**src/rtl/fetch_pkg.sv**
```systemverilog
// ---------------------------------------------------------------------------
// fetch_pkg
// Shared definitions for the instruction fetch stage: default widths, the
// fetch FSM encoding and the queue entry layout {pc, word}.
// ---------------------------------------------------------------------------
package fetch_pkg;

    localparam int ADDR_W_DEF  = 10;
    localparam int INSTR_W_DEF = 16;

    // FETCH: issuing requests; DRAIN: swallowing responses made stale by a redirect
    typedef enum logic [0:0] {
        FETCH = 1'b0,
        DRAIN = 1'b1
    } fetch_state_t;

    // One queued instruction: its address in the upper bits, the word below
    typedef struct packed {
        logic [ADDR_W_DEF-1:0]  pc;
        logic [INSTR_W_DEF-1:0] word;
    } fetch_entry_t;

endpackage

```
**src/rtl/fetch_unit_if.sv**
```systemverilog
// ---------------------------------------------------------------------------
// fetch_unit_if
// Instruction memory channel: a valid/ready request carrying the fetch
// address and an in-order response (one per accepted request, no back-pressure).
//   master : the fetch unit (drives requests, receives responses)
//   slave  : the instruction memory
// ---------------------------------------------------------------------------
interface fetch_unit_if
    import fetch_pkg::*;
#(
    parameter int ADDR_W  = ADDR_W_DEF,
    parameter int INSTR_W = INSTR_W_DEF
);

    logic               mem_req_valid;
    logic               mem_req_ready;
    logic [ADDR_W-1:0]  mem_req_addr;
    logic               mem_rsp_valid;
    logic [INSTR_W-1:0] mem_rsp_data;

    modport master (
        output mem_req_valid,
        output mem_req_addr,
        input  mem_req_ready,
        input  mem_rsp_valid,
        input  mem_rsp_data
    );

    modport slave (
        input  mem_req_valid,
        input  mem_req_addr,
        output mem_req_ready,
        output mem_rsp_valid,
        output mem_rsp_data
    );

endinterface

```
**src/rtl/fetch_queue.sv**
```systemverilog
// ---------------------------------------------------------------------------
// fetch_queue
// Synchronous FIFO of DEPTH entries (DEPTH a power of two, pointers wrap
// naturally). Push and pop may occur together, also when full. flush empties
// the queue; stored data is left in place but is invisible behind count==0.
// Ports:
//   clk, rst_n       clock, asynchronous active-low reset
//   flush            drop all entries (wins over push/pop)
//   push, push_data  write one entry at the tail
//   pop              retire the head entry
//   head_data        current head entry (registered storage)
//   count            number of valid entries, 0..DEPTH
// ---------------------------------------------------------------------------
module fetch_queue
    import fetch_pkg::*;
#(
    parameter int DEPTH = 4,
    parameter int WIDTH = ADDR_W_DEF + INSTR_W_DEF
)(
    input  logic                   clk,
    input  logic                   rst_n,
    input  logic                   flush,
    input  logic                   push,
    input  logic [WIDTH-1:0]       push_data,
    input  logic                   pop,
    output logic [WIDTH-1:0]       head_data,
    output logic [$clog2(DEPTH):0] count
);

    localparam int PTR_W = $clog2(DEPTH);
    localparam int CNT_W = PTR_W + 1;

    logic [WIDTH-1:0] storage_r [DEPTH];
    logic [PTR_W-1:0] wr_ptr_r;
    logic [PTR_W-1:0] rd_ptr_r;
    logic [CNT_W-1:0] count_r;

    // Storage, pointers and occupancy; storage is cleared so the head reads zero after reset
    always_ff @(posedge clk or negedge rst_n) begin
        if (!rst_n) begin
            for (int i = 0; i < DEPTH; i++) begin
                storage_r[i] <= '0;
            end
            wr_ptr_r <= '0;
            rd_ptr_r <= '0;
            count_r  <= '0;
        end else if (flush) begin
            wr_ptr_r <= '0;
            rd_ptr_r <= '0;
            count_r  <= '0;
        end else begin
            if (push) begin
                storage_r[wr_ptr_r] <= push_data;
                wr_ptr_r            <= wr_ptr_r + PTR_W'(1);
            end
            if (pop) begin
                rd_ptr_r <= rd_ptr_r + PTR_W'(1);
            end
            case ({push, pop})
                2'b10:   count_r <= count_r + CNT_W'(1);
                2'b01:   count_r <= count_r - CNT_W'(1);
                default: count_r <= count_r;
            endcase
        end
    end

    assign head_data = storage_r[rd_ptr_r];
    assign count     = count_r;

endmodule

```
**src/rtl/fetch_unit.sv**
```systemverilog
// ---------------------------------------------------------------------------
// fetch_unit
// Instruction fetch stage ahead of decode. Walks a sequential PC, issues
// requests to a variable-latency instruction memory, queues the returned
// words with their addresses and hands them to decode with valid/ready.
// A taken-branch redirect flushes the queue, retargets the PC and drains
// every response still in flight at that moment.
//
// Issue is credit based: a request is only offered while
// (queued + outstanding) < DEPTH, so the queue can never overflow.
// mem_req_valid / mem_req_addr / busy are registered from next-state values.
//
// Optional build macro: FETCH_BYPASS_EN
//   When defined, a live response arriving while the queue is empty (and in
//   FETCH, no redirect) is shown to decode combinationally in the same cycle
//   and, if taken, never enters the queue.
//
// Ports:
//   clk, reset        clock, asynchronous active-low reset
//   mem               instruction memory channel (fetch_unit_if.master)
//   redirect_valid    one-cycle taken-branch pulse from execute
//   redirect_pc       absolute branch target
//   instr_valid       head of the instruction queue is valid
//   instr, instr_pc   head word and its address
//   instr_ready       decode consumes the head
//   busy              draining, or requests still in flight
// ---------------------------------------------------------------------------
module fetch_unit
    import fetch_pkg::*;
#(
    parameter int                ADDR_W   = ADDR_W_DEF,
    parameter int                INSTR_W  = INSTR_W_DEF,
    parameter int                DEPTH    = 4,
    parameter logic [ADDR_W-1:0] RESET_PC = '0
)(
    input  logic                clk,
    input  logic                reset,
    fetch_unit_if.master        mem,
    input  logic                redirect_valid,
    input  logic [ADDR_W-1:0]   redirect_pc,
    output logic                instr_valid,
    output logic [INSTR_W-1:0]  instr,
    output logic [ADDR_W-1:0]   instr_pc,
    input  logic                instr_ready,
    output logic                busy
);

    localparam int CNT_W   = $clog2(DEPTH) + 1;
    localparam int ENTRY_W = ADDR_W + INSTR_W;

    localparam logic [0:0] ST_FETCH = FETCH;
    localparam logic [0:0] ST_DRAIN = DRAIN;

    // ---------------- state ----------------
    logic [0:0]        state_r;
    logic [ADDR_W-1:0] fetch_pc_r;
    logic [ADDR_W-1:0] rsp_pc_r;
    logic [CNT_W-1:0]  outstanding_r;
    logic [CNT_W-1:0]  discard_r;
    logic              req_valid_r;
    logic              busy_r;

    // ---------------- combinational ----------------
    logic               req_acc_s;
    logic               rsp_acc_s;
    logic               rsp_live_s;
    logic               bypass_s;
    logic               push_s;
    logic               q_pop_s;
    logic [CNT_W-1:0]   q_count_s;
    logic [ENTRY_W-1:0] q_head_s;
    logic [ENTRY_W-1:0] push_data_s;

    logic [CNT_W-1:0]   outstanding_nxt_s;
    logic [CNT_W-1:0]   count_nxt_s;
    logic [CNT_W-1:0]   discard_nxt_s;
    logic [0:0]         state_nxt_s;
    logic [ADDR_W-1:0]  fetch_pc_nxt_s;
    logic [ADDR_W-1:0]  rsp_pc_nxt_s;
    logic [CNT_W:0]     credit_sum_s;
    logic               req_valid_nxt_s;
    logic               busy_nxt_s;

    // Handshake decode. A response with nothing outstanding is a protocol
    // error and is ignored; a response during a redirect or while discarding is stale.
    always_comb begin
        req_acc_s  = req_valid_r && mem.mem_req_ready;
        rsp_acc_s  = mem.mem_rsp_valid && (outstanding_r != '0);
        rsp_live_s = rsp_acc_s && (discard_r == '0) && !redirect_valid;
`ifdef FETCH_BYPASS_EN
        bypass_s   = rsp_live_s && (q_count_s == '0) && (state_r == ST_FETCH);
`else
        bypass_s   = 1'b0;
`endif
        // A bypassed word taken by decode this cycle never enters the queue
        push_s     = rsp_live_s && !(bypass_s && instr_ready);
        // A pop coinciding with a redirect is void: the queue is flushed anyway
        q_pop_s    = (q_count_s != '0) && instr_ready && !redirect_valid;
        push_data_s = {rsp_pc_r, mem.mem_rsp_data};
    end

    fetch_queue #(
        .DEPTH (DEPTH),
        .WIDTH (ENTRY_W)
    ) u_queue (
        .clk       (clk),
        .rst_n     (reset),
        .flush     (redirect_valid),
        .push      (push_s),
        .push_data (push_data_s),
        .pop       (q_pop_s),
        .head_data (q_head_s),
        .count     (q_count_s)
    );

    // Next-state for counters, PCs and the FSM
    always_comb begin
        outstanding_nxt_s = outstanding_r + CNT_W'(req_acc_s) - CNT_W'(rsp_acc_s);

        if (redirect_valid) begin
            count_nxt_s = '0;
        end else begin
            count_nxt_s = q_count_s + CNT_W'(push_s) - CNT_W'(q_pop_s);
        end

        // On redirect everything still in flight (including a request accepted
        // this very cycle) is stale; otherwise each accepted stale response retires one.
        if (redirect_valid) begin
            discard_nxt_s = outstanding_nxt_s;
        end else if (rsp_acc_s && (discard_r != '0)) begin
            discard_nxt_s = discard_r - CNT_W'(1);
        end else begin
            discard_nxt_s = discard_r;
        end

        case (state_r)
            ST_FETCH: begin
                if (redirect_valid && (discard_nxt_s != '0)) begin
                    state_nxt_s = ST_DRAIN;
                end else begin
                    state_nxt_s = ST_FETCH;
                end
            end
            ST_DRAIN: begin
                if (discard_nxt_s != '0) begin
                    state_nxt_s = ST_DRAIN;
                end else begin
                    state_nxt_s = ST_FETCH;
                end
            end
            default: state_nxt_s = ST_FETCH;
        endcase

        if (redirect_valid) begin
            fetch_pc_nxt_s = redirect_pc;
        end else if (req_acc_s) begin
            fetch_pc_nxt_s = fetch_pc_r + ADDR_W'(1);
        end else begin
            fetch_pc_nxt_s = fetch_pc_r;
        end

        // rsp_pc advances per live response, also when the word is bypassed
        if (redirect_valid) begin
            rsp_pc_nxt_s = redirect_pc;
        end else if (rsp_live_s) begin
            rsp_pc_nxt_s = rsp_pc_r + ADDR_W'(1);
        end else begin
            rsp_pc_nxt_s = rsp_pc_r;
        end

        // Credit check on next-cycle occupancy; an unaccepted request keeps
        // its credit because the sum can only shrink until it is accepted.
        credit_sum_s    = {1'b0, count_nxt_s} + {1'b0, outstanding_nxt_s};
        req_valid_nxt_s = (state_nxt_s == ST_FETCH) && (credit_sum_s < (CNT_W+1)'(DEPTH));
        busy_nxt_s      = (state_nxt_s != ST_FETCH) || (outstanding_nxt_s != '0);
    end

    // Sequential state of the fetch control
    always_ff @(posedge clk or negedge reset) begin
        if (!reset) begin
            state_r       <= ST_FETCH;
            fetch_pc_r    <= RESET_PC;
            rsp_pc_r      <= RESET_PC;
            outstanding_r <= '0;
            discard_r     <= '0;
            req_valid_r   <= 1'b0;
            busy_r        <= 1'b0;
        end else begin
            state_r       <= state_nxt_s;
            fetch_pc_r    <= fetch_pc_nxt_s;
            rsp_pc_r      <= rsp_pc_nxt_s;
            outstanding_r <= outstanding_nxt_s;
            discard_r     <= discard_nxt_s;
            req_valid_r   <= req_valid_nxt_s;
            busy_r        <= busy_nxt_s;
        end
    end

    // Decode-facing head: the queue, or the in-cycle response when bypassing
    always_comb begin
        if (bypass_s) begin
            instr_valid = 1'b1;
            instr       = mem.mem_rsp_data;
            instr_pc    = rsp_pc_r;
        end else begin
            instr_valid = (q_count_s != '0);
            instr       = q_head_s[INSTR_W-1:0];
            instr_pc    = q_head_s[ENTRY_W-1:INSTR_W];
        end
    end

    assign mem.mem_req_valid = req_valid_r;
    assign mem.mem_req_addr  = fetch_pc_r;
    assign busy              = busy_r;

endmodule

```
**src/flat_wrapper.sv**
```systemverilog
// flat-port wrapper written by rule: the top's interface ports become plain ports
module fetch_unit_flat import fetch_pkg::*;
#(
    parameter int                ADDR_W   = ADDR_W_DEF,
    parameter int                INSTR_W  = INSTR_W_DEF,
    parameter int                DEPTH    = 4,
    parameter logic [ADDR_W-1:0] RESET_PC = '0
)
  (clk, reset, redirect_valid, redirect_pc, instr_valid, instr, instr_pc, instr_ready, busy, mem_mem_req_valid, mem_mem_req_addr, mem_mem_req_ready, mem_mem_rsp_valid, mem_mem_rsp_data);
  fetch_unit_if #(.ADDR_W(ADDR_W), .INSTR_W(INSTR_W)) mem_i ();
  input  logic clk;
  input  logic reset;
  input  logic redirect_valid;
  input  logic [ADDR_W-1:0] redirect_pc;
  output logic instr_valid;
  output logic [INSTR_W-1:0] instr;
  output logic [ADDR_W-1:0] instr_pc;
  input  logic instr_ready;
  output logic busy;
  output wire logic [$bits(mem_i.mem_req_valid)-1:0] mem_mem_req_valid;
  output wire logic [$bits(mem_i.mem_req_addr)-1:0] mem_mem_req_addr;
  input wire logic [$bits(mem_i.mem_req_ready)-1:0] mem_mem_req_ready;
  input wire logic [$bits(mem_i.mem_rsp_valid)-1:0] mem_mem_rsp_valid;
  input wire logic [$bits(mem_i.mem_rsp_data)-1:0] mem_mem_rsp_data;
  assign mem_mem_req_valid = mem_i.mem_req_valid;
  assign mem_mem_req_addr = mem_i.mem_req_addr;
  assign mem_i.mem_req_ready = mem_mem_req_ready;
  assign mem_i.mem_rsp_valid = mem_mem_rsp_valid;
  assign mem_i.mem_rsp_data = mem_mem_rsp_data;
  fetch_unit #(.ADDR_W(ADDR_W), .INSTR_W(INSTR_W), .DEPTH(DEPTH), .RESET_PC(RESET_PC)) u_core (.clk(clk), .reset(reset), .mem(mem_i), .redirect_valid(redirect_valid), .redirect_pc(redirect_pc), .instr_valid(instr_valid), .instr(instr), .instr_pc(instr_pc), .instr_ready(instr_ready), .busy(busy));
endmodule
```
**config.mk**
```make
export PLATFORM = sky130hd
export DESIGN_NAME = fetch_unit_flat
export DESIGN_NICKNAME = d
export VERILOG_FILES = /design/src/rtl/fetch_pkg.sv /design/src/rtl/fetch_unit_if.sv /design/src/rtl/fetch_queue.sv /design/src/rtl/fetch_unit.sv /design/src/flat_wrapper.sv
export SDC_FILE = /design/constraint.sdc
export NUM_CORES = 1
export LEC_CHECK = 0
export CORE_ASPECT_RATIO = 0.8
export CORE_MARGIN = 2
export CORE_UTILIZATION = 60
export DETAILED_ROUTE_END_ITERATION = 8
export PLACE_DENSITY = 0.89
export SLEW_MARGIN = 20
export SYNTH_ARGS = -nofsm -noshare
export SYNTH_HDL_FRONTEND = slang
export SYNTH_HIERARCHICAL = 1
export SYNTH_SLANG_ARGS = --single-unit
```
**constraint.sdc**
```tcl
create_clock -name clk -period 7.1 [get_ports clk]
set_clock_uncertainty 0.2 [all_clocks]
set_input_delay 1.42 -clock clk [delete_from_list [all_inputs] [get_ports clk]]
set_output_delay 1.42 -clock clk [all_outputs]
set_load 0.005 [all_outputs]
```
== After elaboration in Yosys (flattened, before gate mapping) ==
Cells that the tools add are included.

* Register bits: 140
* Bits in latches: 0
* Bits in writable memories: 0
* ROM bits: 0
* Bits of input ports: 32
* Output and inout port bits: 39
* Word-level logic and storage cells: 82
* Memories: 0

* Add/sub/neg operators: 12
* Multipliers: 0
* Divide/modulo/power cells: 0
* Magnitude comparators: 4
* Equality and inequality tests: 2
* Shift-type cells: 0
* Mux-type cells: 22
* Bitwise logic cells: 5
* Reductions and logical operators: 23

{| class="wikitable"
|+ Operators by type and width
! cell !! count
|-
| bitwise mux 104 bit || 1
|-
| two-way mux 26 bit || 3
|-
| binary-select mux 26 bit (select 2 bit) || 1
|-
| demux 26 bit (select 2 bit) || 1
|-
| two-way mux 10 bit || 4
|-
| adder 10 x 1 -> 10 bit (second input constant) || 2
|-
| nonzero test 3 bit || 6
|-
| two-way mux 3 bit || 4
|-
| logical AND 1 bit || 10
|-
| two-way mux 2 bit || 4
|-
| adder 3 x 1 -> 3 bit || 2
|-
| >= comparator 3 bit (second input constant) || 2
|-
| NOT 2 -> 3 bit || 2
|-
| one-hot mux 3 bit (2 select lines) || 1
|-
| nonzero test 2 bit || 3
|-
| subtractor 3 x 1 -> 3 bit || 2
|-
| subtractor 3 x 1 -> 3 bit (second input constant) || 2
|-
| adder 2 x 1 -> 2 bit (second input constant) || 2
|-
| adder 3 x 3 -> 4 bit || 1
|-
| < comparator 4 x 3 -> 1 bit (second input constant) || 1
|-
| adder 3 x 1 -> 3 bit (second input constant) || 1
|-
| zero test 3 bit || 1
|-
| < comparator 3 x 1 -> 1 bit (second input constant) || 1
|-
| NOT 1 bit || 3
|-
| other kinds (7) || 8
|}

== Logic depth before layout (Yosys ltp) ==
Gate-level depths: netlist (run 1).

* Word-level depth: 11
* Gate-level depth with buffers: 15
* Gate-level depth less buffers: 14

== Modules after synthesis ==
The synthesis (run 1) kept the hierarchy.

{| class="wikitable"
|+ Modules (own cells, without submodules)
! module !! instances !! cells each !! area each (um^2) !! seq. area each (um^2)
|-
| fetch_queue || 1 || 290 || 5,372.7 || 2,777.7
|-
| fetch_unit || 1 || 174 || 1,755.4 || 725.7
|}

== Worst setup path after synthesis (run 1) ==
Ideal clock, no wire load.

* Path type: input to register
* Start: input redirect_valid
* End: register u_core.req_valid_r, in the netlist u_core/mem.mem_req_valid
* Setup time: 0.086 ns
* Arrival: 4.276 ns
* Data required time: 6.814 ns
* Slack: 2.538 ns
* Stages: 15
* Buffers on the path: 2
* Cells stage by stage: inv_1 -> buf_2 -> clkbuf_1 -> and3_1 -> ha_1 -> inv_1 -> ha_1 -> fa_1 -> xnor2_1 -> xnor2_1 -> nor2_1 -> ha_1 -> or3_1 -> a41o_1 -> nor3_1

* Elaborated cells between the ends (all ways): 16
* Those cells by class: add/sub (3); order compare (1); mux (5); bitwise (1); reduce/logical (6)

{| class="wikitable"
|+ RTL lines
! what !! RTL line !! text
|-
| from (decl) || flat_wrapper.sv:13 || <nowiki>input logic redirect_valid;</nowiki>
|-
| zero test 1 bit || fetch_unit.sv:98 || <nowiki>q_pop_s = (q_count_s != '0) && instr_ready && !redirect_valid;</nowiki>
|-
| logical AND 1 bit || fetch_unit.sv:98 ||
|-
| net u_core.q_pop_s || fetch_unit.sv:69 || <nowiki>logic q_pop_s;</nowiki>
|-
| subtractor 3 x 1 -> 3 bit || fetch_unit.sv:123 || <nowiki>count_nxt_s = q_count_s + CNT_W'(push_s) - CNT_W'(q_pop_s);</nowiki>
|-
| two-way mux 3 bit || fetch_unit.sv:120 || <nowiki>if (redirect_valid) begin</nowiki>
|-
| adder 3 x 3 -> 4 bit || fetch_unit.sv:173 || <nowiki>credit_sum_s = {1'b0, count_nxt_s} + {1'b0, outstanding_nxt_s};</nowiki>
|-
| < comparator 4 x 3 -> 1 bit || fetch_unit.sv:174 || <nowiki>req_valid_nxt_s = (state_nxt_s == ST_FETCH) && (credit_sum_s < (CNT_W+1)'(DEPTH));</nowiki>
|-
| logical AND 1 bit || fetch_unit.sv:174 ||
|-
| net u_core.req_valid_nxt_s || fetch_unit.sv:81 || <nowiki>logic req_valid_nxt_s;</nowiki>
|-
| to (signal assigned) || fetch_unit.sv:194 || <nowiki>req_valid_r <= req_valid_nxt_s;</nowiki>
|-
| to (decl) || fetch_unit.sv:60 || <nowiki>logic req_valid_r;</nowiki>
|}

The timed path passes the listed nets, and every way through them passes these cells.
A chain may end at the register's enable or synchronous reset.

== Worst setup path after layout (run 1) ==
Same ends and word-level chain as after synthesis.

==> impl_metrics.toml, run 1 <==
[timing]
timing.final.setup_violations = 0
maxSlewHeadroom = 0.322
final_hold_viol_count = 0
grt_setup_unrepaired = "false"
worst-slew-pin-transition_ns = 1.02
layout_worst_path_cycle_share = 0.716
timing_max_transition_violations_final = 0
timing.fmax_mhz = 197
final_period_minus_worst_setup_slack_ns = 5.09
totalNegativeSetupSlack_ns = 0

[placement]
place_hpwl_um = 8990
globalplace.congestion = 0.826
place.port_buffers = 70

[power_and_ir_drop]
design_power_total_mw = 2.62
switching_share = 0.269
p_clk_frac = 0.354
cellInternalPower_mw = 1.92
power.static_leakage_nw = 4.00
power.sequential.fraction = 0.386
p_per_area_nw_per_um2 = 312
power.ir.vdd_worst_uv = 182
p_sw_mw = 0.707
power_frac_comb = 0.260

[cts]
cts_tree = "yes"
h_tree_levels = 4
cts-resized-gates = 0
cts.reportedPaths.clkPinSlew_ns = 0.06
cts_post_setup_buffers_inserted = 0
cts-root-to-sink-buffers = 2
worst_skew_pair.late_latency_ns = 0.41
ctsRootBufferMaster = "sky130_fd_sc_hd__clkbuf_16"
number_of_clock_sinks_seen_by_cts = 140
cts.hold.buffers_added = 0
cts-buffers-inserted = 17

[drt]
drt-initial-drc-count = 375
routedWlPerCell_um = 21.9
viasPerCell = 6.08
dr_total_vias = 4232
drt_pass1_iterations = 5
final_antenna_net_count = 0
totalWireLength_um = 15200
drc = 0

[grt]
global_route_wire_length_before_repair_um = 25100
grt_util_met3 = 0.0692
first_global_vias = 4646
grt_remaining_overflow = 0
grt_util_met1 = 0.337
grt_most_used_layer = "met2"
grt_start_max_net_pins = 76
grt_antenna_before_repair = 0
global_route.usage.total = 0.258
grt.met2_usage = 0.415

[run_status]
outcome = "completed"

[hold_path]
worstHoldStart = "u_core/u_queue/storage_r[1]$_DFFE_PN0P_"
timing.hold.worst.class = "reg -> reg"

[floorplan]
placement_rows = 35
core_area_sq_um = 11600
pin_count = 71
die_height_um = 101
die_area_sq_um = 12800
die_w_um = 126
start_util = 0.617

[worst_setup_path]
critical_path.slowest_cell = "sky130_fd_sc_hd__clkdlybuf4s50_1"
regToRegStartpoint = "u_core/discard_r[0]$_DFF_PN0_"
crit_path_start_kind = "input port"
critical_path.top_delay_family = "adder cells"
worst-setup-path-type = "in -> reg"
cp_common_cell = "sky130_fd_sc_hd__ha_1"
crit_path_max_fanout = 22
critPathLaunch = "redirect_valid"
critPathBufInv = 3
critical_path_arrival_ns = 5.21
cp-end-kind = "register"
cp_data_required_time_ns = 7.22
critical-path-max-stage-delay_ns = 0.98
critical_path.cell_chain = "clkdlybuf4s50_1 > inv_1 > and3_1 > ha_1 > inv_1 > ha_1 > fa_1 > xnor2_1 > xnor2_1 > nor2_1 > ha_1 > or3_1 > a41o_1 > nor3_1"

[logic_synthesis]
ys.flop_type = "sky130_fd_sc_hd__dfrtp_1"
synth_seq_area_share = 0.491
synth_enable_flop_cells = 0
synth_async_sr_flop_share = 1.00
yosysTopAreaCell = "sky130_fd_sc_hd__dfrtp_1"
leading_post_synthesis_cells_by_instance_count = "140 x sky130_fd_sc_hd__dfrtp_1, 80 x sky130_fd_sc_hd__mux2_4, 32 x sky130_fd_sc_hd__mux2_2, 26 x sky130_fd_sc_hd__mux4_2, 17 x sky130_fd_sc_hd__nor2_1"
synth_cell_type_count = 50
yosysMostFrequentCell = "sky130_fd_sc_hd__dfrtp_1"
post_synth_main_area_contributors = "sky130_fd_sc_hd__dfrtp_1 49%, sky130_fd_sc_hd__mux2_4 17%, sky130_fd_sc_hd__mux4_2 8.2%"
yosys_warnings = 6
syn-cell-area_sq_um = 7130
netlist.area_leader.share = 0.491
synthesis.area_per_instance_sq_um = 15.4
seq_cells_post_synth = 140
synthesis.instances = 464
synth_nets = 513

[finish]
nets = 584
fillers = 675
layout-drive-gt1-share = 0.343
post_synthesis_to_final_layout_area_growth_pct = 18.0
num_antenna_cells = 0

[flow_run]
drv_cap = 0
==> flip-flops by register name, indices dropped and copies added, names as in the netlist <==
name and flops:
u_core/busy 1, u_core/discard_r 3, u_core/mem.mem_req_addr 10, u_core/mem.mem_req_valid 1, u_core/outstanding_r 3, u_core/rsp_pc_r 10
u_core/state_r 1, u_core/u_queue/count 3, u_core/u_queue/rd_ptr_r 2, u_core/u_queue/storage_r 104, u_core/u_queue/wr_ptr_r 2
==> power by group through the flow <==
| stage | registers, mW | logic [mW] | clock network, mW |
|---|---|---|---|
| global route | 1.03 | 0.733 | 0.977 |
| CTS | 1.01 | 0.683 | 0.936 |
| detailed placement | 1.02 | 0.665 | 0 |
| global placement | 1.01 | 0.636 | 0 |
| finish | 1.01 | 0.683 | 0.928 |
| floorplan | 0.988 | 0.410 | 0 |
==> metrics by stage <==
stage	setup WS [ns]	hold WS, ns	utilization	area (sq um)	std cells
final	2.01	0.303	0.727	8410	696
after global placement	1.86	0.281	0.673	7790	664
after floorplan	2.54	0.274	-	7130	464
after detailed placement	1.60	0.287	0.673	7790	664
after CTS	2.01	0.304	0.727	8410	696
after global routing	1.72	0.317	0.727	8410	696
==> cell type report <==
type | count | area, sq um | share of cell area
clock inverters | 10 | 138 | 0.0164
repair buffers | 73 | 724 | 0.0862
flip-flops and latches | 140 | 3500 | 0.417
clock buffers | 22 | 484 | 0.0576
well taps | 148 | 185 | 0.0220
multi-input cells | 286 | 3310 | 0.393
inverters | 17 | 63.8 | 0.00759
==> final timing paths <==
path	end	slack, ns	depth (start not counted)
min	u_core/u_queue/storage_r[1]$_DFFE_PN0P_	0.30	1
max in group asynchronous	u_core/u_queue/storage_r[57]$_DFFE_PN0P_	4.60	2
min in group asynchronous	u_core/u_queue/storage_r[79]$_DFFE_PN0P_	0.81	1
min reg2reg	u_core/u_queue/storage_r[1]$_DFFE_PN0P_	0.30	1
max	u_core/mem.mem_req_valid$_DFF_PN0_	2.01	14
max reg2reg	u_core/mem.mem_req_valid$_DFF_PN0_	3.04	14
==> cells by family (layout without fill, tap and decap cells) <==
| kind of cell | count (synthesis) | count (layout) | share of synthesized area |
|---|---|---|---|
| AO/OA/AOI/OAI | 31 | 31 | 0.0318 |
| XOR/XNOR | 20 | 20 | 0.0270 |
| adder cells (fa/ha/maj) | 17 | 17 | 0.0330 |
| buffers and inverters | 38 | 122 | 0.0444 |
| flip-flops | 140 | 140 | 0.491 |
| multiplexers | 142 | 142 | 0.307 |
| AND/OR/NAND/NOR | 76 | 76 | 0.0655 |
==> per-layer routing <==
layer	up-vias	wire length [um]
met5	-	0
met4	0	386
met3	34	886
met2	175	7640
met1	2190	6290
li1	1833	-
==> cells in the final DEF (no fill, tap or decap), types with 3 or more instances in the layout <==
cell	Yosys	routed
sky130_fd_sc_hd__fa_1	3	3
sky130_fd_sc_hd__nor2_1	17	17
sky130_fd_sc_hd__o31ai_1	3	3
sky130_fd_sc_hd__mux4_2	26	26
sky130_fd_sc_hd__o21ai_0	4	4
sky130_fd_sc_hd__mux2_4	80	80
sky130_fd_sc_hd__inv_1	16	16
sky130_fd_sc_hd__nand4_1	3	3
sky130_fd_sc_hd__buf_4	4	3
sky130_fd_sc_hd__nor3_1	4	4
sky130_fd_sc_hd__a31oi_1	7	7
sky130_fd_sc_hd__dfrtp_1	140	139
sky130_fd_sc_hd__mux2_2	32	32
sky130_fd_sc_hd__or4_1	4	4
sky130_fd_sc_hd__nand3_1	10	10
sky130_fd_sc_hd__xor2_1	9	9
sky130_fd_sc_hd__ha_1	14	14
sky130_fd_sc_hd__clkbuf_16	0	17
sky130_fd_sc_hd__or3_1	5	5
sky130_fd_sc_hd__clkdlybuf4s50_1	0	69
sky130_fd_sc_hd__a21oi_1	8	8
sky130_fd_sc_hd__bufinv_16	0	3
sky130_fd_sc_hd__clkinv_2	0	3
sky130_fd_sc_hd__nand2_1	11	11
sky130_fd_sc_hd__clkbuf_8	0	4
sky130_fd_sc_hd__nand2_8	4	4
sky130_fd_sc_hd__xnor2_1	10	10
sky130_fd_sc_hd__and3_1	4	4
sky130_fd_sc_hd__mux2i_1	4	4
No activity file was read; power rests on OpenSTA's default activity.
==> run 2: changes to the inputs <==
--- a/config.mk
+++ b/config.mk
@@ -7,9 +7,9 @@
 export LEC_CHECK = 0
 export CORE_ASPECT_RATIO = 0.8
 export CORE_MARGIN = 2
-export CORE_UTILIZATION = 60
+export CORE_UTILIZATION = 57
 export DETAILED_ROUTE_END_ITERATION = 8
-export PLACE_DENSITY = 0.89
+export PLACE_DENSITY = 0.86
 export SLEW_MARGIN = 20
 export SYNTH_ARGS = -nofsm -noshare
 export SYNTH_HDL_FRONTEND = slang
==> constraint.sdc (replaced) <==
create_clock -name clk -period 5 [get_ports clk]
set_clock_uncertainty 0.2 [all_clocks]
set_input_delay 1 -clock clk [delete_from_list [all_inputs] [get_ports clk]]
set_output_delay 1 -clock clk [all_outputs]
set_load 0.005 [all_outputs]
==> impl_metrics.toml, run 2 (same netlist as run 1, synthesis figures left out) <==
[timing]
timing_max_transition_violations_final = 0
timing.final.setup_violations = 0
final_hold_viol_count = 0
totalNegativeSetupSlack_ns = 0
worst-slew-pin-transition_ns = 0.963
layout_worst_path_cycle_share = 0.797
grt_setup_unrepaired = "false"
maxSlewHeadroom = 0.358
final_period_minus_worst_setup_slack_ns = 3.98
timing.fmax_mhz = 251

[floorplan]
placement_rows = 36
start_util = 0.584
core_area_sq_um = 12200
die_height_um = 104
die_w_um = 129
die_area_sq_um = 13400
pin_count = 71

[drt]
drc = 0
totalWireLength_um = 14600
drt_pass1_iterations = 4
viasPerCell = 5.73
drt-initial-drc-count = 205
final_antenna_net_count = 0
dr_total_vias = 4138
routedWlPerCell_um = 20.2

[worst_setup_path]
critical_path.slowest_cell = "sky130_fd_sc_hd__clkdlybuf4s50_1"
cp_data_required_time_ns = 5.13
crit_path_start_kind = "input port"
crit_path_max_fanout = 9
critical_path.cell_chain = "clkdlybuf4s50_1 > o31ai_4 > inv_2 > nand2_2 > nor2_1 > buf_4 > ha_1 > fa_1 > xnor2_1 > xnor2_1 > nor2_1 > ha_1 > or3_1 > a41o_1 > nor3_1"
critical_path_arrival_ns = 4.11
cp-end-kind = "register"
critical-path-max-stage-delay_ns = 0.50
worst-setup-path-type = "in -> reg"

[flow_run]
drv_cap = 0

[placement]
globalplace.congestion = 0.826
place.port_buffers = 70
place_hpwl_um = 8870

[power_and_ir_drop]
p_per_area_nw_per_um2 = 441
power.ir.vdd_worst_uv = 306
power.static_leakage_nw = 4.01

[finish]
commonest_non_fill_non_tap_cells_in_the_layout = "139 x sky130_fd_sc_hd__dfrtp_1, 80 x sky130_fd_sc_hd__mux2_4, 69 x sky130_fd_sc_hd__clkdlybuf4s50_1"
nets = 587
post_synthesis_to_final_layout_area_growth_pct = 19.0
largest_register_ffs = 104
final_core_util = 0.695
layout-drive-gt1-share = 0.348
num_antenna_cells = 0
fillers = 823
largest_register = "u_core/u_queue/storage_r"
most_frequent_standard_cell_in_the_layout_excluding_fill_and_tap_cells = "sky130_fd_sc_hd__dfrtp_1"

[cts]
worst_skew_pair.late_latency_ns = 0.42
ctsRootBufferMaster = "sky130_fd_sc_hd__clkbuf_16"
cts-root-to-sink-buffers = 2
h_tree_levels = 4
number_of_clock_sinks_seen_by_cts = 140
cts-buffers-inserted = 17
cts_tree = "yes"
cts.hold.buffers_added = 0
cts_post_setup_buffers_inserted = 0
cts-resized-gates = 0
cts.reportedPaths.clkPinSlew_ns = 0.06

[run_status]
outcome = "completed"

[grt]
grt_remaining_overflow = 0
global_route.usage.total = 0.235
first_global_vias = 4511
grt_antenna_before_repair = 0
global_route_wire_length_before_repair_um = 24100
grt_start_max_net_pins = 80

[hold_path]
timing.hold.worst.class = "reg -> reg"
[run 2: report_power, final]
group	total [mW]	internal [mW]	switching, mW
clock network	1.35	0.863	0.487
logic	0.945	0.590	0.356
registers	1.44	1.29	0.147
[run 2: path summary, 6_finish.rpt]
kind | startpoint | endpoint | slack [ns] | cells past startpoint
min in group asynchronous | reset | u_core/u_queue/storage_r[34]$_DFFE_PN0P_ | 0.41 | 1
worst min register to register | u_core/u_queue/storage_r[27]$_DFFE_PN0P_ | u_core/u_queue/storage_r[27]$_DFFE_PN0P_ | 0.30 | 1
worst max register to register | u_core/u_queue/count[1]$_DFFE_PN0P_ | u_core/mem.mem_req_valid$_DFF_PN0_ | 1.28 | 13
max in group asynchronous | reset | u_core/u_queue/storage_r[91]$_DFFE_PN0P_ | 3.28 | 2
worst min-delay path | u_core/u_queue/storage_r[27]$_DFFE_PN0P_ | u_core/u_queue/storage_r[27]$_DFFE_PN0P_ | 0.30 | 1
worst max-delay path | mem_mem_rsp_valid | u_core/mem.mem_req_valid$_DFF_PN0_ | 1.02 | 15
[run 2: critical path, delay by kind of cell]
kind	cells	cell delay [ns]
AOI/OAI and AO/OA	2	0.34
adders and majority gates	3	0.86
xor gates and xnor gates	2	0.31
and+or+nand+nor	5	0.78
buffers and inverters	3	0.79
[run 2: per-layer routing]
layer,vias up,part of all wire,wire [um],track usage
met5,-,0,0,0
met2,115,0.51,7420,0.381
met1,2163,0.43,6330,0.317
met3,13,0.045,659,0.0525
met4,0,0.012,169,0.0745
li1,1847,-,-,-
[run 2: final cells by class]
class | instances | area, sq um | share of cell area
timing repair buffer | 76 | 747 | 0.0881
multi-input combinational | 286 | 3310 | 0.390
tap | 171 | 214 | 0.0252
inverter | 17 | 63.8 | 0.00753
clock buffer | 19 | 453 | 0.0534
clock inverter | 13 | 189 | 0.0223
sequential | 140 | 3500 | 0.413
[run 2: metrics by stage]
step	hold WS, ns	total power [mW]	std cells	instance area, sq um	setup WS, ns
2_1_floorplan	0.274	1.98	464	7130	0.858
3_3_place_gp	0.281	2.34	690	7840	0.709
3_5_place_dp	0.289	2.39	690	7840	0.611
4_1_cts	0.301	3.76	722	8480	1.01
5_1_grt	0.315	3.92	722	8480	0.800
6_report	0.304	3.74	722	8480	1.02
==> run 3: changes to the inputs <==
--- a/config.mk
+++ b/config.mk
@@ -7,9 +7,9 @@
 export LEC_CHECK = 0
 export CORE_ASPECT_RATIO = 0.8
 export CORE_MARGIN = 2
-export CORE_UTILIZATION = 57
+export CORE_UTILIZATION = 52
 export DETAILED_ROUTE_END_ITERATION = 8
-export PLACE_DENSITY = 0.86
+export PLACE_DENSITY = 0.83
 export SLEW_MARGIN = 20
 export SYNTH_ARGS = -nofsm -noshare
 export SYNTH_HDL_FRONTEND = slang
==> constraint.sdc (replaced) <==
create_clock -name clk -period 3.4 [get_ports clk]
set_clock_uncertainty 0.2 [all_clocks]
set_input_delay 0.68 -clock clk [delete_from_list [all_inputs] [get_ports clk]]
set_output_delay 0.68 -clock clk [all_outputs]
set_load 0.005 [all_outputs]
==> impl_metrics.toml, run 3 (same netlist as run 1, synthesis figures left out) <==
[floorplan]
die_height_um = 109
die_area_sq_um = 14700
placement_rows = 38
pin_count = 71
die_w_um = 135
start_util = 0.530
core_area_sq_um = 13500

[hold_path]
timing.hold.worst.class = "in -> async"

[power_and_ir_drop]
p_per_area_nw_per_um2 = 615
design_power_total_mw = 5.31
power.static_leakage_nw = 4.10
power.ir.vdd_worst_uv = 412

[grt]
first_global_vias = 4573
grt_start_max_net_pins = 63
grt_antenna_before_repair = 0
global_route_wire_length_before_repair_um = 24000
grt_remaining_overflow = 0
global_route.usage.total = 0.214

[finish]
post_synthesis_to_final_layout_area_growth_pct = 21.2
final_core_util = 0.642
largest_register_ffs = 104
most_frequent_standard_cell_in_the_layout_excluding_fill_and_tap_cells = "sky130_fd_sc_hd__dfrtp_1"
layout-drive-gt1-share = 0.370
final-instance-count-excl-fill = 747
num_antenna_cells = 0
largest_register = "u_core/u_queue/storage_r"
commonest_non_fill_non_tap_cells_in_the_layout = "139 x sky130_fd_sc_hd__dfrtp_1, 80 x sky130_fd_sc_hd__mux2_4, 67 x sky130_fd_sc_hd__clkdlybuf4s50_1"
nets = 606
fillers = 890

[timing]
layout_worst_path_cycle_share = 0.980
timing_max_transition_violations_final = 0
final_hold_viol_count = 0
final_period_minus_worst_setup_slack_ns = 3.33
grt_setup_unrepaired = "true"
timing.fmax_mhz = 300
maxSlewHeadroom = 0.602
finalHoldWorstSlack_ns = 0.0187
worst-slew-pin-transition_ns = 0.597
timing.final.setup_violations = 0
totalNegativeSetupSlack_ns = 0

[drt]
routedWlPerCell_um = 19.2
totalWireLength_um = 14400
viasPerCell = 5.59
dr_total_vias = 4176
final_antenna_net_count = 0
drt_pass1_iterations = 4
drt-initial-drc-count = 299
drc = 0

[placement]
globalplace.congestion = 0.809
place_hpwl_um = 9310
place.port_buffers = 70
numPlacedInstances = 717

[worst_setup_path]
reg2reg_slack_ns = 0.07
crit_path_start_kind = "register"
crit_path_max_fanout = 2
worst-setup-path-type = "reg -> reg"
critical_path_arrival_ns = 3.47
cp-end-kind = "register"
cp_data_required_time_ns = 3.54

[run_status]
outcome = "completed"

[cts]
number_of_clock_sinks_seen_by_cts = 140
h_tree_levels = 4
cts.reportedPaths.clkPinSlew_ns = 0.05
cts.hold.buffers_added = 0
cts-buffers-inserted = 17
cts_tree = "yes"
cts-root-to-sink-buffers = 2
worst_skew_pair.late_latency_ns = 0.41
ctsRootBufferMaster = "sky130_fd_sc_hd__clkbuf_16"

[flow_run]
drv_cap = 0
## run 3: cell count changes in the layout (fill, tap and decap cells not counted), sizes merged, moves of 3 or more
| cell | change |
|---|---|
| buf | +19 |
| bufinv | -3 |
| clkbuf | +8 |
| clkinvlp | -5 |
## run 3: layout make-up
cell class              instances  area [sq um]  area share
flip-flops and latches        140          3500       0.406
clock buffers                  27           493      0.0571
multi-input cells             286          3360       0.389
well taps                     180           225      0.0261
repair buffers                 95           948       0.110
inverters                      17          76.3     0.00883
clock inverters                 2          35.0     0.00405
## run 3: final timing paths
check,start,endpoint,cells past startpoint
setup / recovery,u_core/u_queue/count[0]$_DFFE_PN0P_,u_core/mem.mem_req_valid$_DFF_PN0_,13
hold / removal,reset,u_core/u_queue/storage_r[82]$_DFFE_PN0P_,1
setup reg to reg,u_core/u_queue/count[0]$_DFFE_PN0P_,u_core/mem.mem_req_valid$_DFF_PN0_,13
hold reg to reg,u_core/u_queue/storage_r[27]$_DFFE_PN0P_,u_core/u_queue/storage_r[27]$_DFFE_PN0P_,1
max in group asynchronous,reset,u_core/u_queue/storage_r[69]$_DFFE_PN0P_,2
min in group clk,u_core/u_queue/storage_r[27]$_DFFE_PN0P_,u_core/u_queue/storage_r[27]$_DFFE_PN0P_,1
## run 3: worst max-delay path: stages, from the launching register on
cell and delay (ns):
sky130_fd_sc_hd__dfrtp_1 0.38, sky130_fd_sc_hd__or3_4 0.40, sky130_fd_sc_hd__and3_4 0.19, sky130_fd_sc_hd__ha_4 0.26, sky130_fd_sc_hd__inv_2 0.03, sky130_fd_sc_hd__ha_4 0.15
sky130_fd_sc_hd__fa_2 0.36, sky130_fd_sc_hd__xnor2_2 0.17, sky130_fd_sc_hd__xnor2_1 0.13, sky130_fd_sc_hd__nor2_1 0.06, sky130_fd_sc_hd__ha_1 0.26, sky130_fd_sc_hd__or3_1 0.34
sky130_fd_sc_hd__a41o_1 0.22, sky130_fd_sc_hd__nor3_2 0.10
## run 3: what timing repair did
| action | CTS | global route |
|---|---|---|
| pin swaps | 4 | 8 |
| endpoints found under the setup margin | 1 | 1 |
| buffers inserted | 0 | 1 |
| hold endpoints to repair | 0 | 0 |
| gates resized for setup | 2 | 3 |
## run 3: report_power, final
part	switching, mW	internal, mW
clock	0.632	1.05
sequential	0.202	1.90
combinational	0.566	0.960
## run 3: per-stage QoR
stage	area, sq um	setup WS [ns]
2_1_floorplan	7200	-0.0863
3_3_place_gp	8090	-0.453
3_5_place_dp	8090	-0.538
4_1_cts	8620	0.0271
5_1_grt	8640	-0.0390
6_report	8640	0.0681
## run 3: per-layer routing
metal / track usage / wire (um) / up-vias
met1: 0.278 / 6090 / 2212
li1: - / - / 1873
met5: 0 / 0 / -
met3: 0.0521 / 568 / 16
met2: 0.355 / 7500 / 75
met4: 0.0744 / 199 / 0
